==> config.mk <==
export PLATFORM = sky130hd
export DESIGN_NAME = vga_scan_gen_flat
export DESIGN_NICKNAME = d
export VERILOG_FILES = /design/src/rtl/vga_scan_gen_if.sv /design/src/rtl/vga_scan_gen.sv /design/src/flat_wrapper.sv
export SDC_FILE = /design/constraint.sdc
export NUM_CORES = 1
export LEC_CHECK = 0
export CAP_MARGIN = 20
export CORE_ASPECT_RATIO = 1.25
export CORE_UTILIZATION = 35
export CTS_CLUSTER_DIAMETER = 100
export DETAILED_ROUTE_END_ITERATION = 10
export HOLD_SLACK_MARGIN = 0.05
export SLEW_MARGIN = 20
export SYNTH_ARGS = -nofsm -noshare
export SYNTH_HDL_FRONTEND = slang
export SYNTH_SLANG_ARGS = --single-unit
==> constraint.sdc <==
create_clock -name clk -period 2.25 [get_ports clk]
set_input_delay 0.3375 -clock clk [delete_from_list [all_inputs] [get_ports clk]]
set_output_delay 0.3375 -clock clk [all_outputs]
set_load 0.05 [all_outputs]
==> src/rtl/vga_scan_gen_if.sv <==
// VGA scan bundle: pixel strobe, syncs, visible flag and coordinates.
// The generator drives it as master; display logic listens as slave.
interface vga_scan_gen_if #(
  parameter int w_x = 10,
  parameter int w_y = 9
);
  logic           pixel_clk_en;
  logic           hsync;
  logic           vsync;
  logic           display_on;
  logic [w_x-1:0] x;
  logic [w_y-1:0] y;
  logic           frame_start;

  modport master (
    output pixel_clk_en,
    output hsync,
    output vsync,
    output display_on,
    output x,
    output y,
    output frame_start
  );

  modport slave (
    input pixel_clk_en,
    input hsync,
    input vsync,
    input display_on,
    input x,
    input y,
    input frame_start
  );
endinterface

==> src/rtl/vga_scan_gen.sv <==
// VGA raster scan generator: clock divider, h/v counters and
// registered sync/visible/coordinate decode.
module vga_scan_gen #(
  parameter int clk_mhz       = 50,
  parameter int pixel_mhz     = 25,
  parameter int screen_width  = 640,
  parameter int screen_height = 480,
  parameter int h_front       = 16,
  parameter int h_sync        = 96,
  parameter int h_back        = 48,
  parameter int v_front       = 10,
  parameter int v_sync        = 2,
  parameter int v_back        = 33,
  parameter int w_x           = $clog2(screen_width),
  parameter int w_y           = $clog2(screen_height)
) (
  input  logic           clk,
  input  logic           rst,
  vga_scan_gen_if.master vga
);

  localparam int N       = clk_mhz / pixel_mhz;
  localparam int H_TOTAL = screen_width + h_front + h_sync + h_back;
  localparam int V_TOTAL = screen_height + v_front + v_sync + v_back;
  localparam int W_H     = $clog2(H_TOTAL);
  localparam int W_V     = $clog2(V_TOTAL);
  localparam int W_D     = (N > 1) ? $clog2(N) : 1;
  localparam int HS_BEG  = screen_width + h_front;
  localparam int HS_END  = HS_BEG + h_sync;
  localparam int VS_BEG  = screen_height + v_front;
  localparam int VS_END  = VS_BEG + v_sync;

  localparam logic [W_D-1:0] D_LAST = W_D'(N - 1);
  localparam logic [W_H-1:0] H_LAST = W_H'(H_TOTAL - 1);
  localparam logic [W_V-1:0] V_LAST = W_V'(V_TOTAL - 1);

  generate
    if ((clk_mhz % pixel_mhz) != 0 || N < 1) begin : g_bad_ratio
      $error("vga_scan_gen: clk_mhz must be a multiple of pixel_mhz");
    end
  endgenerate

  logic           run;
  logic [W_D-1:0] div;
  logic [W_D-1:0] div_nxt;
  logic [W_H-1:0] h_cnt;
  logic [W_H-1:0] h_nxt;
  logic [W_V-1:0] v_cnt;
  logic [W_V-1:0] v_nxt;
  logic           en;

  logic           hs_d;
  logic           vs_d;
  logic           de_d;
  logic [w_x-1:0] x_d;
  logic [w_y-1:0] y_d;

  logic           hs_q;
  logic           vs_q;
  logic           de_q;
  logic [w_x-1:0] x_q;
  logic [w_y-1:0] y_q;

  // run holds the divider at 0 for the first cycle after reset,
  // so the first strobe lands in the Nth cycle after release.
  assign en = run && (div == D_LAST);

  always_comb begin
    div_nxt = '0;
    if (run && !en)
      div_nxt = div + 1'b1;
  end

  always_comb begin
    h_nxt = h_cnt;
    v_nxt = v_cnt;
    if (en) begin
      if (h_cnt == H_LAST) begin
        h_nxt = '0;
        v_nxt = (v_cnt == V_LAST) ? '0 : v_cnt + 1'b1;
      end else begin
        h_nxt = h_cnt + 1'b1;
      end
    end
  end

  // Decode from next-state counts so outputs move with the counters.
  always_comb begin
    de_d = (int'(h_nxt) < screen_width) &&
           (int'(v_nxt) < screen_height);
    hs_d = !((int'(h_nxt) >= HS_BEG) &&
             (int'(h_nxt) < HS_END));
    vs_d = !((int'(v_nxt) >= VS_BEG) &&
             (int'(v_nxt) < VS_END));
    x_d  = de_d ? h_nxt[w_x-1:0] : '0;
    y_d  = de_d ? v_nxt[w_y-1:0] : '0;
  end

  always_ff @(posedge clk) begin
    if (rst) begin
      run   <= 1'b0;
      div   <= '0;
      h_cnt <= '0;
      v_cnt <= '0;
      hs_q  <= 1'b1;
      vs_q  <= 1'b1;
      de_q  <= 1'b1;
      x_q   <= '0;
      y_q   <= '0;
    end else begin
      run   <= 1'b1;
      div   <= div_nxt;
      h_cnt <= h_nxt;
      v_cnt <= v_nxt;
      hs_q  <= hs_d;
      vs_q  <= vs_d;
      de_q  <= de_d;
      x_q   <= x_d;
      y_q   <= y_d;
    end
  end

  assign vga.pixel_clk_en = en;
  assign vga.frame_start  = en && (h_cnt == '0) && (v_cnt == '0);
  assign vga.hsync        = hs_q;
  assign vga.vsync        = vs_q;
  assign vga.display_on   = de_q;
  assign vga.x            = x_q;
  assign vga.y            = y_q;

endmodule

==> src/flat_wrapper.sv <==
// flat-port wrapper written by rule: the top's interface ports become plain ports
module vga_scan_gen_flat 
#(
  parameter int clk_mhz       = 50,
  parameter int pixel_mhz     = 25,
  parameter int screen_width  = 640,
  parameter int screen_height = 480,
  parameter int h_front       = 16,
  parameter int h_sync        = 96,
  parameter int h_back        = 48,
  parameter int v_front       = 10,
  parameter int v_sync        = 2,
  parameter int v_back        = 33,
  parameter int w_x           = $clog2(screen_width),
  parameter int w_y           = $clog2(screen_height)
)
  (clk, rst, vga_pixel_clk_en, vga_hsync, vga_vsync, vga_display_on, vga_x, vga_y, vga_frame_start);
  vga_scan_gen_if #(.w_x(w_x), .w_y(w_y)) vga_i ();
  input  logic clk;
  input  logic rst;
  output wire logic [$bits(vga_i.pixel_clk_en)-1:0] vga_pixel_clk_en;
  output wire logic [$bits(vga_i.hsync)-1:0] vga_hsync;
  output wire logic [$bits(vga_i.vsync)-1:0] vga_vsync;
  output wire logic [$bits(vga_i.display_on)-1:0] vga_display_on;
  output wire logic [$bits(vga_i.x)-1:0] vga_x;
  output wire logic [$bits(vga_i.y)-1:0] vga_y;
  output wire logic [$bits(vga_i.frame_start)-1:0] vga_frame_start;
  assign vga_pixel_clk_en = vga_i.pixel_clk_en;
  assign vga_hsync = vga_i.hsync;
  assign vga_vsync = vga_i.vsync;
  assign vga_display_on = vga_i.display_on;
  assign vga_x = vga_i.x;
  assign vga_y = vga_i.y;
  assign vga_frame_start = vga_i.frame_start;
  vga_scan_gen #(.clk_mhz(clk_mhz), .pixel_mhz(pixel_mhz), .screen_width(screen_width), .screen_height(screen_height), .h_front(h_front), .h_sync(h_sync), .h_back(h_back), .v_front(v_front), .v_sync(v_sync), .v_back(v_back), .w_x(w_x), .w_y(w_y)) u_core (.clk(clk), .rst(rst), .vga(vga_i));
endmodule
==> results of run 1 <==
what timing repair did:
item                                    CTS  global route
pin swaps                                 0             2
resized for setup                         1            10
endpoints found under the setup margin    1            21
buffers inserted                          0             1
sequential cells by signal (all words and copies together), names as in the netlist:
register / count
u_core.vga.x: 10
u_core.vga.display_on: 1
u_core.h_cnt: 10
u_core.v_cnt: 10
u_core.div: 1
u_core.vga.vsync: 1
u_core.vga.y: 9
u_core.vga.hsync: 1
u_core.run: 1
cell type report:
type	instances	area, µm²	share of cell area, %
repair buffers	53	485	19.2
inverters	8	30.0	1.19
clock buffers	8	90.1	3.56
flip-flops and latches	44	883	34.9
well taps	62	77.6	3.06
multi-input cells	149	966	38.1
stage by stage:
stage               instance area (µm²)  instances  hold slack [ns]  total power [mW]
floorplan                          1880        209            0.449             0.846
global placement                   2390        315            0.493             0.875
detailed placement                 2390        315            0.504             0.875
CTS                                2490        323            0.513              1.37
global route                       2530        324            0.546              1.41
finish                             2530        324            0.515              1.35
layout by cell type, fill, tap and decap left out, drive strengths merged:
master	count
nor3	17
mux2i	1
and4	5
nor4b	2
or3	3
or2	1
inv	8
a21o	1
or4	1
and3	9
clkdlybuf4s50	23
o31a	1
clkbuf	8
buf	29
and2	1
nand3	15
a22oi	1
o21ai	1
xor2	9
dfxtp	44
nor3b	4
a211oi	2
nand4b	1
xnor2	2
nand4	10
nor2b	1
a31oi	1
nand2	13
a22o	1
a21oi	10
o22ai	1
dlymetal6s2s	1
nor4	5
or4b	1
o211ai	2
o21a	1
ha	4
nor2	22
worst register-to-register path, cell delays in order (launching register included):
cell and delay (ns):
sky130_fd_sc_hd__dfxtp_1 0.39, sky130_fd_sc_hd__or4b_4 0.52, sky130_fd_sc_hd__nor4_4 0.26, sky130_fd_sc_hd__xor2_1 0.17
sky130_fd_sc_hd__o211ai_1 0.14, sky130_fd_sc_hd__o211ai_2 0.19, sky130_fd_sc_hd__buf_4 0.17, sky130_fd_sc_hd__buf_12 0.12
sky130_fd_sc_hd__nor3_1 0.04
power groups by stage:
stage                     combinational (mW)  sequential (mW)  clock [mW]
after floorplan                       0.0271            0.819           0
after global placement                0.0659            0.809           0
after detailed placement              0.0658            0.810           0
after CTS                             0.0658            0.791       0.514
after global routing                  0.0707            0.792       0.545
final                                 0.0656            0.791       0.498
per-layer routing:
metal | track usage [%] | vias to the layer above | routed length, µm
met5 | 0 | - | 0
met4 | 9.48 | 0 | 136
met3 | 2.87 | 10 | 138
met2 | 30.5 | 36 | 2430
met1 | 21.4 | 789 | 1930
li1 | - | 852 | -
logic make-up after synthesis:
kind of cell | share of synthesized area (%)
multiplexers | 0.533
buffers and inverters | 3.73
adder cells (fa/ha/maj) | 2.66
XOR/XNOR | 5.13
flip-flops | 46.9
AO/OA/AOI/OAI | 7.79
AND/OR/NAND/NOR | 33.3
worst max path at each step:
| stage | start | end | slack, ns | depth (start not counted) |
|---|---|---|---|---|
| finish | u_core.h_cnt[7] | u_core.vga.x[6] | 0.14 | 8 |
| detailed placement | u_core.h_cnt[1] | u_core.vga.x[7] | 0.03 | 9 |
| global route | u_core.h_cnt[7] | u_core.vga.x[4] | 0.006 | 8 |
| CTS | u_core.h_cnt[1] | u_core.vga.x[7] | 0.004 | 9 |
| floorplan | u_core.v_cnt[0] | vga_frame_start | 0.21 | 5 |
| global placement | u_core.v_cnt[0] | u_core.vga.x[0] | 0.06 | 8 |
==> flow_summary.json, run 1 <==
{
  "detailedRoute.firstIterationViolations": 68,
  "timing.critical_path.arrival_ns": 2.28,
  "die-width_um": 67.5,
  "p_sw_share_pct": 21.7,
  "fin_util_pct": 49.5,
  "critPathSlowestCell": "sky130_fd_sc_hd__or4b_4",
  "die_area_um2": 5670,
  "cts.reportedPaths.clkPinSlew_ns": 0.07,
  "post_cts_hold_buffer_count": 0,
  "max-slew-margin-rel_pct": 66.7,
  "crit_required_ns": 2.42,
  "area_growth_syn_to_layout_pct": 34.8,
  "ys_warn_count": 0,
  "post_drt_wl_per_cell_um": 14.3,
  "cp_max_fo": 8,
  "reg2reg_to": "u_core.vga.x[6]",
  "final_max_slew_viol_count": 0,
  "power_leakage_nw": 1.02,
  "holdPathStages": 2,
  "path_cells": "or4b_4 -> nor4_4 -> xor2_1 -> o211ai_1 -> o211ai_2 -> buf_4 -> buf_12 -> nor3_1",
  "hold-path-endpoint": "u_core.h_cnt[1]",
  "synth.cell_area_um2": 1880,
  "cpPeakStageDelay_ns": 0.52,
  "wl_mm": 4.63,
  "critical_path_class": "flop to flop",
  "ff_to_ff_path_depth": 8,
  "timing.rr.start": "u_core.h_cnt[7]",
  "drive_above_1_share_pct": 19.5,
  "synthesis.area_per_instance_um2": 8.99,
  "route.vias.total": 1687,
  "ant_nets": 0,
  "path_delay_family": "simple AND/OR/NAND/NOR gates",
  "power.clock.fraction_pct": 36.7,
  "synth.distinct_cells": 42,
  "synth_seq_cells": 44,
  "asyncSetResetFlopFracSynth_pct": 0,
  "synthesized_instance_count": 209,
  "p_int_mw": 1.06,
  "htree_num_levels": 2,
  "worstPathBufferInverterCount": 2,
  "clock_latency_ns": 0.29,
  "synth.most_common_cell": "sky130_fd_sc_hd__dfxtp_1",
  "critPathLaunchType": "flop",
  "place_congestion": 0.893,
  "hold_path.class": "flop to flop",
  "cts_tree": "done",
  "first_pass_iters": 4,
  "achievable-frequency_mhz": 474,
  "grt_pass1_vias": 1671,
  "cts_buffers": 5,
  "power.density_nw_per_um2": 535,
  "slew_worst_pin_ns": 0.498,
  "floorplan.rows": 29,
  "nets_in_the_synthesized_netlist": 215,
  "synth_common_cells": "sky130_fd_sc_hd__dfxtp_1 (44), sky130_fd_sc_hd__nor2_1 (22), sky130_fd_sc_hd__nor3_1 (16), sky130_fd_sc_hd__nand3_1 (14), sky130_fd_sc_hd__nand2_1 (13)",
  "worst_ir_drop_vdd_v": 0.000306,
  "result_of_the_run": "finished clean",
  "tritoncts_num_sinks": 44,
  "synth_sequential_area_ratio_pct": 46.9,
  "grt_pass1_wl_mm": 7.73,
  "floorplan.io_pins": 26,
  "dominantRegCellSynth": "sky130_fd_sc_hd__dfxtp_1",
  "synth_enable_flop_cells": 0,
  "timing.setup.tns_ns": 0,
  "setup_viol_count_final": 0,
  "sequentialPowerShare_pct": 58.4,
  "timing.reg2reg.setup_slack_ns": 0.14,
  "yosys-top-cells-area": "sky130_fd_sc_hd__dfxtp_1 (47%), sky130_fd_sc_hd__nor2_1 (4.4%), sky130_fd_sc_hd__nor3_1 (4.3%)",
  "drv.max_cap_violation_count": 0,
  "post-route-period-util_pct": 93.8,
  "num_antenna_cells": 0,
  "avgViaCountPerCell": 5.21,
  "number_of_filler_cells_placed_in_the_layout": 501,
  "cts-root-to-sink-buffers": 2,
  "comb_power_share_pct": 4.8,
  "yosysTopAreaCell": "sky130_fd_sc_hd__dfxtp_1",
  "post-route-worst-setup-slack_ns": 0.140,
  "master_cell_of_the_clock_root_buffer": "sky130_fd_sc_hd__clkbuf_8",
  "place_worst_setup_slack_ns": 0.0328,
  "grt_usage_pct": 18.2,
  "floorplan.die.height_um": 83.9,
  "grt_max_degree": 17,
  "synth_top_area_share_pct": 46.9,
  "port_buffers": 25,
  "initial_standard_cell_utilization_of_the_core_pct": 36.7,
  "timing_hold_violations_final": 0,
  "grt_overflow_total": 0,
  "antenna_violations_before_repair": 0,
  "critical_path.endpoint_type": "flop",
  "clock_skew_ns": 0.00818,
  "dp.final_hpwl_mm": 3.59,
  "core_region_area_um2": 5120,
  "timing.hold.worst.start": "u_core.h_cnt[1]",
  "drc": 0,
  "final_nets": 267,
  "rsz0062_at_grt": "false",
  "fin_crit_ns": 2.11,
  "net-switching-power_mw": 0.294
}
No activity file was read; power rests on OpenSTA's default activity.
==> inputs of run 2 (changes only) <==
--- a/config.mk
+++ b/config.mk
@@ -6,11 +6,15 @@
 export NUM_CORES = 1
 export LEC_CHECK = 0
 export CAP_MARGIN = 20
-export CORE_ASPECT_RATIO = 1.25
+export CELL_PAD_IN_SITES_DETAIL_PLACEMENT = 0
+export CELL_PAD_IN_SITES_GLOBAL_PLACEMENT = 1
+export CORE_ASPECT_RATIO = 1.4
 export CORE_UTILIZATION = 35
 export CTS_CLUSTER_DIAMETER = 100
 export DETAILED_ROUTE_END_ITERATION = 10
 export HOLD_SLACK_MARGIN = 0.05
+export PLACE_DENSITY_LB_ADDON = 0.1
+export SKIP_CTS_REPAIR_TIMING = 1
 export SLEW_MARGIN = 20
 export SYNTH_ARGS = -nofsm -noshare
 export SYNTH_HDL_FRONTEND = slang
==> run 2 against run 1 <==
Worst hold slack gained 0.017 ns. Cell count grew 1.9%. Worst setup slack lost 0.036 ns. Fmax shrank 1.7%. Sequential cell count is the same. Critical endpoint unchanged. Highest routed layer unchanged.
==> flow_summary.json, run 2 (synthesized netlist as in run 1, its figures left out) <==
{
  "grt_max_degree": 19,
  "worstPathBufferInverterCount": 1,
  "antenna_violations_before_repair": 0,
  "ant_nets": 0,
  "floorplan.rows": 31,
  "post_drt_wl_per_cell_um": 15.6,
  "gr-max-usage-layer": "met2",
  "fin_util_pct": 50.1,
  "detailedRoute.firstIterationViolations": 97,
  "critPathSlowestCell": "sky130_fd_sc_hd__or4b_4",
  "path_cells": "or4b_4 -> nor4_4 -> xor2_1 -> o211ai_1 -> o211ai_2 -> buf_4 -> nor3_1",
  "cts_buffers": 5,
  "slew_worst_pin_ns": 0.674,
  "critical_path_class": "flop to flop",
  "area_growth_syn_to_layout_pct": 37.5,
  "place_congestion": 0.856,
  "grt_pass1_wl_mm": 8.10,
  "tritoncts_num_sinks": 44,
  "timing.critical_path.arrival_ns": 2.32,
  "initial_standard_cell_utilization_of_the_core_pct": 36.4,
  "layoutNonFillerInstCount": 330,
  "drv.max_cap_violation_count": 0,
  "drive_above_1_share_pct": 23.5,
  "cts-root-to-sink-buffers": 2,
  "final_common_cell": "sky130_fd_sc_hd__dfxtp_1",
  "grt_usage_pct": 19.1,
  "die_area_um2": 5670,
  "post-route-period-util_pct": 95.4,
  "grt_overflow_total": 0,
  "worst_ir_drop_vdd_v": 0.000263,
  "crit_required_ns": 2.43,
  "result_of_the_run": "finished clean",
  "wl_mm": 5.13,
  "post-route-worst-setup-slack_ns": 0.103,
  "number_of_filler_cells_placed_in_the_layout": 515,
  "cpPeakStageDelay_ns": 0.54,
  "die-width_um": 63.9,
  "route.vias.total": 1749,
  "clock_latency_ns": 0.29,
  "achievable-frequency_mhz": 466,
  "floorplan.die.height_um": 88.7,
  "path_delay_family": "simple AND/OR/NAND/NOR gates",
  "gr_util_met3_pct": 2.45,
  "rsz0062_at_grt": "true",
  "htree_num_levels": 2,
  "place_worst_setup_slack_ns": -0.0883,
  "setup_viol_count_final": 0,
  "fin_crit_ns": 2.15,
  "critical_path.endpoint_type": "flop",
  "master_cell_of_the_clock_root_buffer": "sky130_fd_sc_hd__clkbuf_8",
  "use_met1_pct": 20.9,
  "max-slew-margin-rel_pct": 54.9,
  "grt.met2_usage_pct": 34.9,
  "final_cell_mix": "sky130_fd_sc_hd__dfxtp_1 (37), sky130_fd_sc_hd__buf_4 (29), sky130_fd_sc_hd__clkdlybuf4s50_1 (23), sky130_fd_sc_hd__nor2_1 (21), sky130_fd_sc_hd__nand3_1 (14)",
  "hold_path.class": "flop to flop",
  "first_pass_iters": 5,
  "timing_hold_violations_final": 0,
  "drc": 0,
  "cts_tree": "done",
  "clock_skew_ns": 0.00470,
  "place_inst": 316,
  "avgViaCountPerCell": 5.30,
  "core_region_area_um2": 5160,
  "grt_pass1_vias": 1675,
  "power_leakage_nw": 1.02,
  "cts.reportedPaths.clkPinSlew_ns": 0.08,
  "power.density_nw_per_um2": 527,
  "dp.final_hpwl_mm": 3.86,
  "num_antenna_cells": 0,
  "critPathLaunchType": "flop",
  "final_max_slew_viol_count": 0,
  "floorplan.io_pins": 26,
  "cp_max_fo": 5,
  "final_nets": 269,
  "port_buffers": 25
}
## run 2: cell types whose count changed in the layout (fill, tap and decap cells not counted), moves of 2 or more
cell,delta
sky130_fd_sc_hd__dfxtp_2,+5
sky130_fd_sc_hd__buf_4,+2
sky130_fd_sc_hd__dfxtp_1,-5
sky130_fd_sc_hd__nor3_2,+3
sky130_fd_sc_hd__nor3_1,-4
## run 2: layer usage
metal  wire [µm]  vias to the layer above
met2        2730                       41
met4         199                        0
met1        2080                      837
li1            -                      858
met5           0                        -
met3         131                       13
## run 2: power breakdown
part	total, mW	internal [mW]	switching (mW)
combinational	0.0658	0.0234	0.0423
sequential	0.792	0.786	0.00625
clock	0.503	0.250	0.252
total	1.36	1.06	0.301
## run 2: worst paths after layout
path | start | depth (start not counted) | end | slack, ns
worst min-delay path | u_core.div | 1 | u_core.div | 0.53
worst min register to register | u_core.div | 1 | u_core.div | 0.53
worst max-delay path | u_core.h_cnt[5] | 7 | u_core.vga.x[6] | 0.10
worst max register to register | u_core.h_cnt[5] | 7 | u_core.vga.x[6] | 0.10
## run 2: metrics by stage
step	cell area (µm²)	hold slack, ns	TNS [ns]	power (mW)
after floorplan	1880	0.449	0	0.846
after global routing	2580	0.560	-0.252	1.42
after CTS	2450	0.524	-0.897	1.38
after global placement	2360	0.519	-0.199	0.874
after detailed placement	2360	0.517	-0.238	0.873
final	2580	0.532	0	1.36
## run 2: final cells by class
class	instances	area, µm²	share of cell area, %
Multi-Input combinational cell	149	1000	38.7
Clock buffer	8	90.1	3.49
Tap cell	66	82.6	3.20
Timing Repair Buffer	55	492	19.0
Sequential cell	44	890	34.4
Inverter	8	30.0	1.16
==> inputs of run 3 (changes only) <==
--- a/config.mk
+++ b/config.mk
@@ -14,6 +14,7 @@
 export DETAILED_ROUTE_END_ITERATION = 10
 export HOLD_SLACK_MARGIN = 0.05
 export PLACE_DENSITY_LB_ADDON = 0.1
+export REMOVE_ABC_BUFFERS = 1
 export SKIP_CTS_REPAIR_TIMING = 1
 export SLEW_MARGIN = 20
 export SYNTH_ARGS = -nofsm -noshare
==> run 3 against run 2 <==
Worst hold slack gained 0.0021 ns. Global-route usage down 0.80 points. First-iteration DRC count unchanged. Critical path depth increased by 1. Sequential share of layout area grew 0.96 points. Core utilization fell by 1.7 points. Die area unchanged. Sequential cell count did not move. Worst setup slack worse by 0.020 ns. Sequential power hardly changed. Design area fell by 3.4%. Fmax fell by 0.90%. Critical endpoint is now u_core.vga.x[1].
==> flow_summary.json, run 3 (synthesized netlist as in run 1, its figures left out) <==
{
  "result_of_the_run": "finished clean",
  "hold_path.class": "flop to flop",
  "final_nets": 261,
  "grt_usage_pct": 18.3,
  "post-route-period-util_pct": 96.3,
  "place_congestion": 0.875,
  "post_drt_wl_per_cell_um": 15.0,
  "max-slew-margin-rel_pct": 65.6,
  "port_buffers": 25,
  "critPathLaunchType": "flop",
  "cts_buffers": 5,
  "fin_crit_ns": 2.17,
  "antenna_violations_before_repair": 0,
  "critical_path.endpoint_type": "flop",
  "area_growth_syn_to_layout_pct": 32.8,
  "num_antenna_cells": 0,
  "cp_max_fo": 4,
  "final_max_slew_viol_count": 0,
  "initial_standard_cell_utilization_of_the_core_pct": 36.4,
  "timing.hold.worst.start": "u_core.div",
  "grt_max_degree": 22,
  "slew_worst_pin_ns": 0.514,
  "dp.final_hpwl_mm": 3.79,
  "drv.max_cap_violation_count": 0,
  "drive_above_1_share_pct": 18.0,
  "final_cell_mix": "sky130_fd_sc_hd__dfxtp_1 (42), sky130_fd_sc_hd__clkdlybuf4s50_1 (23), sky130_fd_sc_hd__nor2_1 (22), sky130_fd_sc_hd__buf_4 (22), sky130_fd_sc_hd__nor3_1 (16)",
  "area_of_combinational_cells_with_multiple_inputs_um2": 975,
  "tritoncts_num_sinks": 44,
  "dpl-instance-area_um2": 2340,
  "clock_skew_ns": 0.00369,
  "timing.reg2reg.setup_slack_ns": 0.08,
  "detailedRoute.firstIterationViolations": 97,
  "floorplan.rows": 31,
  "core_region_area_um2": 5160,
  "ff_to_ff_path_depth": 8,
  "floorplan.io_pins": 26,
  "cts-root-to-sink-buffers": 2,
  "die_area_um2": 5670,
  "critical_path_class": "flop to flop",
  "post-route-worst-setup-slack_ns": 0.0839,
  "final_common_cell": "sky130_fd_sc_hd__dfxtp_1",
  "power_leakage_nw": 0.971,
  "grt_overflow_total": 0,
  "timing.rr.start": "u_core.v_cnt[4]",
  "achievable-frequency_mhz": 462,
  "timing_hold_violations_final": 0,
  "place_worst_setup_slack_ns": -0.0242,
  "route.vias.total": 1683,
  "clock_latency_ns": 0.29,
  "layout.cell_area.non_filler_um2": 2500,
  "power.density_nw_per_um2": 543,
  "htree_num_levels": 2,
  "worst_ir_drop_vdd_v": 0.000470,
  "drc": 0,
  "totalPowerFinal_mw": 1.36,
  "cts.reportedPaths.clkPinSlew_ns": 0.08,
  "reg2reg_to": "u_core.vga.x[1]",
  "floorplan.die.height_um": 88.7,
  "ant_nets": 0,
  "grt_pass1_wl_mm": 7.73,
  "die-width_um": 63.9,
  "avgViaCountPerCell": 5.23,
  "cts_tree": "done",
  "master_cell_of_the_clock_root_buffer": "sky130_fd_sc_hd__clkbuf_8",
  "first_pass_iters": 4,
  "hold-path-endpoint": "u_core.div",
  "final-seq-area_um2": 883,
  "fin_util_pct": 48.4,
  "holdPathStages": 1,
  "whs_ns": 0.534,
  "number_of_filler_cells_placed_in_the_layout": 523,
  "grt_pass1_vias": 1626,
  "wl_mm": 4.82,
  "setup_viol_count_final": 0,
  "crit_required_ns": 2.46,
  "timing.critical_path.arrival_ns": 2.37
}
==> run 3: cell count changes in the layout (fill, tap and decap cells not counted), sizes merged <==
cell          delta
buf              -7
dlymetal6s2s     -1
==> run 3: critical path, cell delays in order, from the launching register on <==
cell and delay [ns]:
sky130_fd_sc_hd__dfxtp_1 0.36, sky130_fd_sc_hd__buf_4 0.14, sky130_fd_sc_hd__and4_1 0.28, sky130_fd_sc_hd__nand4_1 0.16, sky130_fd_sc_hd__o31a_1 0.28, sky130_fd_sc_hd__o211ai_1 0.40
sky130_fd_sc_hd__nor2_1 0.12, sky130_fd_sc_hd__buf_4 0.18, sky130_fd_sc_hd__nor3b_1 0.17
==> run 3: metrics by stage <==
step           setup TNS, ns  instances
2_1_floorplan              0        201
3_3_place_gp               0        313
3_5_place_dp          -0.101        313
4_1_cts               -0.236        321
5_1_grt             -0.00305        322
6_report                   0        322
==> run 3: worst max-delay path by stage <==
stage / from / end / slack [ns] / cells after the start
after floorplan: u_core.v_cnt[0] / vga_frame_start / 0.21 / 5
after global placement: u_core.h_cnt[7] / u_core.vga.y[6] / 0.11 / 6
after detailed placement: u_core.h_cnt[6] / u_core.vga.x[5] / -0.02 / 6
after CTS: u_core.v_cnt[0] / vga_frame_start / -0.05 / 7
after global routing: u_core.h_cnt[0] / u_core.vga.y[6] / -0.003 / 8
final: u_core.v_cnt[4] / u_core.vga.x[1] / 0.08 / 8
==> run 3: report_power, final <==
group / internal [mW] / total (mW) / switching (mW)
Clock: 0.251 / 0.500 / 0.249
Sequential: 0.786 / 0.791 / 0.00579
Combinational: 0.0233 / 0.0641 / 0.0408
Total: 1.06 / 1.36 / 0.296
==> run 3: final cells by class <==
cell class                 instances  area share (%)
inverter                           8            1.20
sequential                        44            35.4
tap                               66            3.31
multi-input combinational        149            39.0
clock buffer                       8            3.61
timing repair buffer              47            17.4
==> run 3: per-layer routing <==
layer	wire length, µm	GRT usage, %	up-vias
met5	0	0	-
met4	127	9.30	0
met3	137	2.71	8
met2	2570	34.0	39
met1	1980	20.0	795
li1	-	-	841
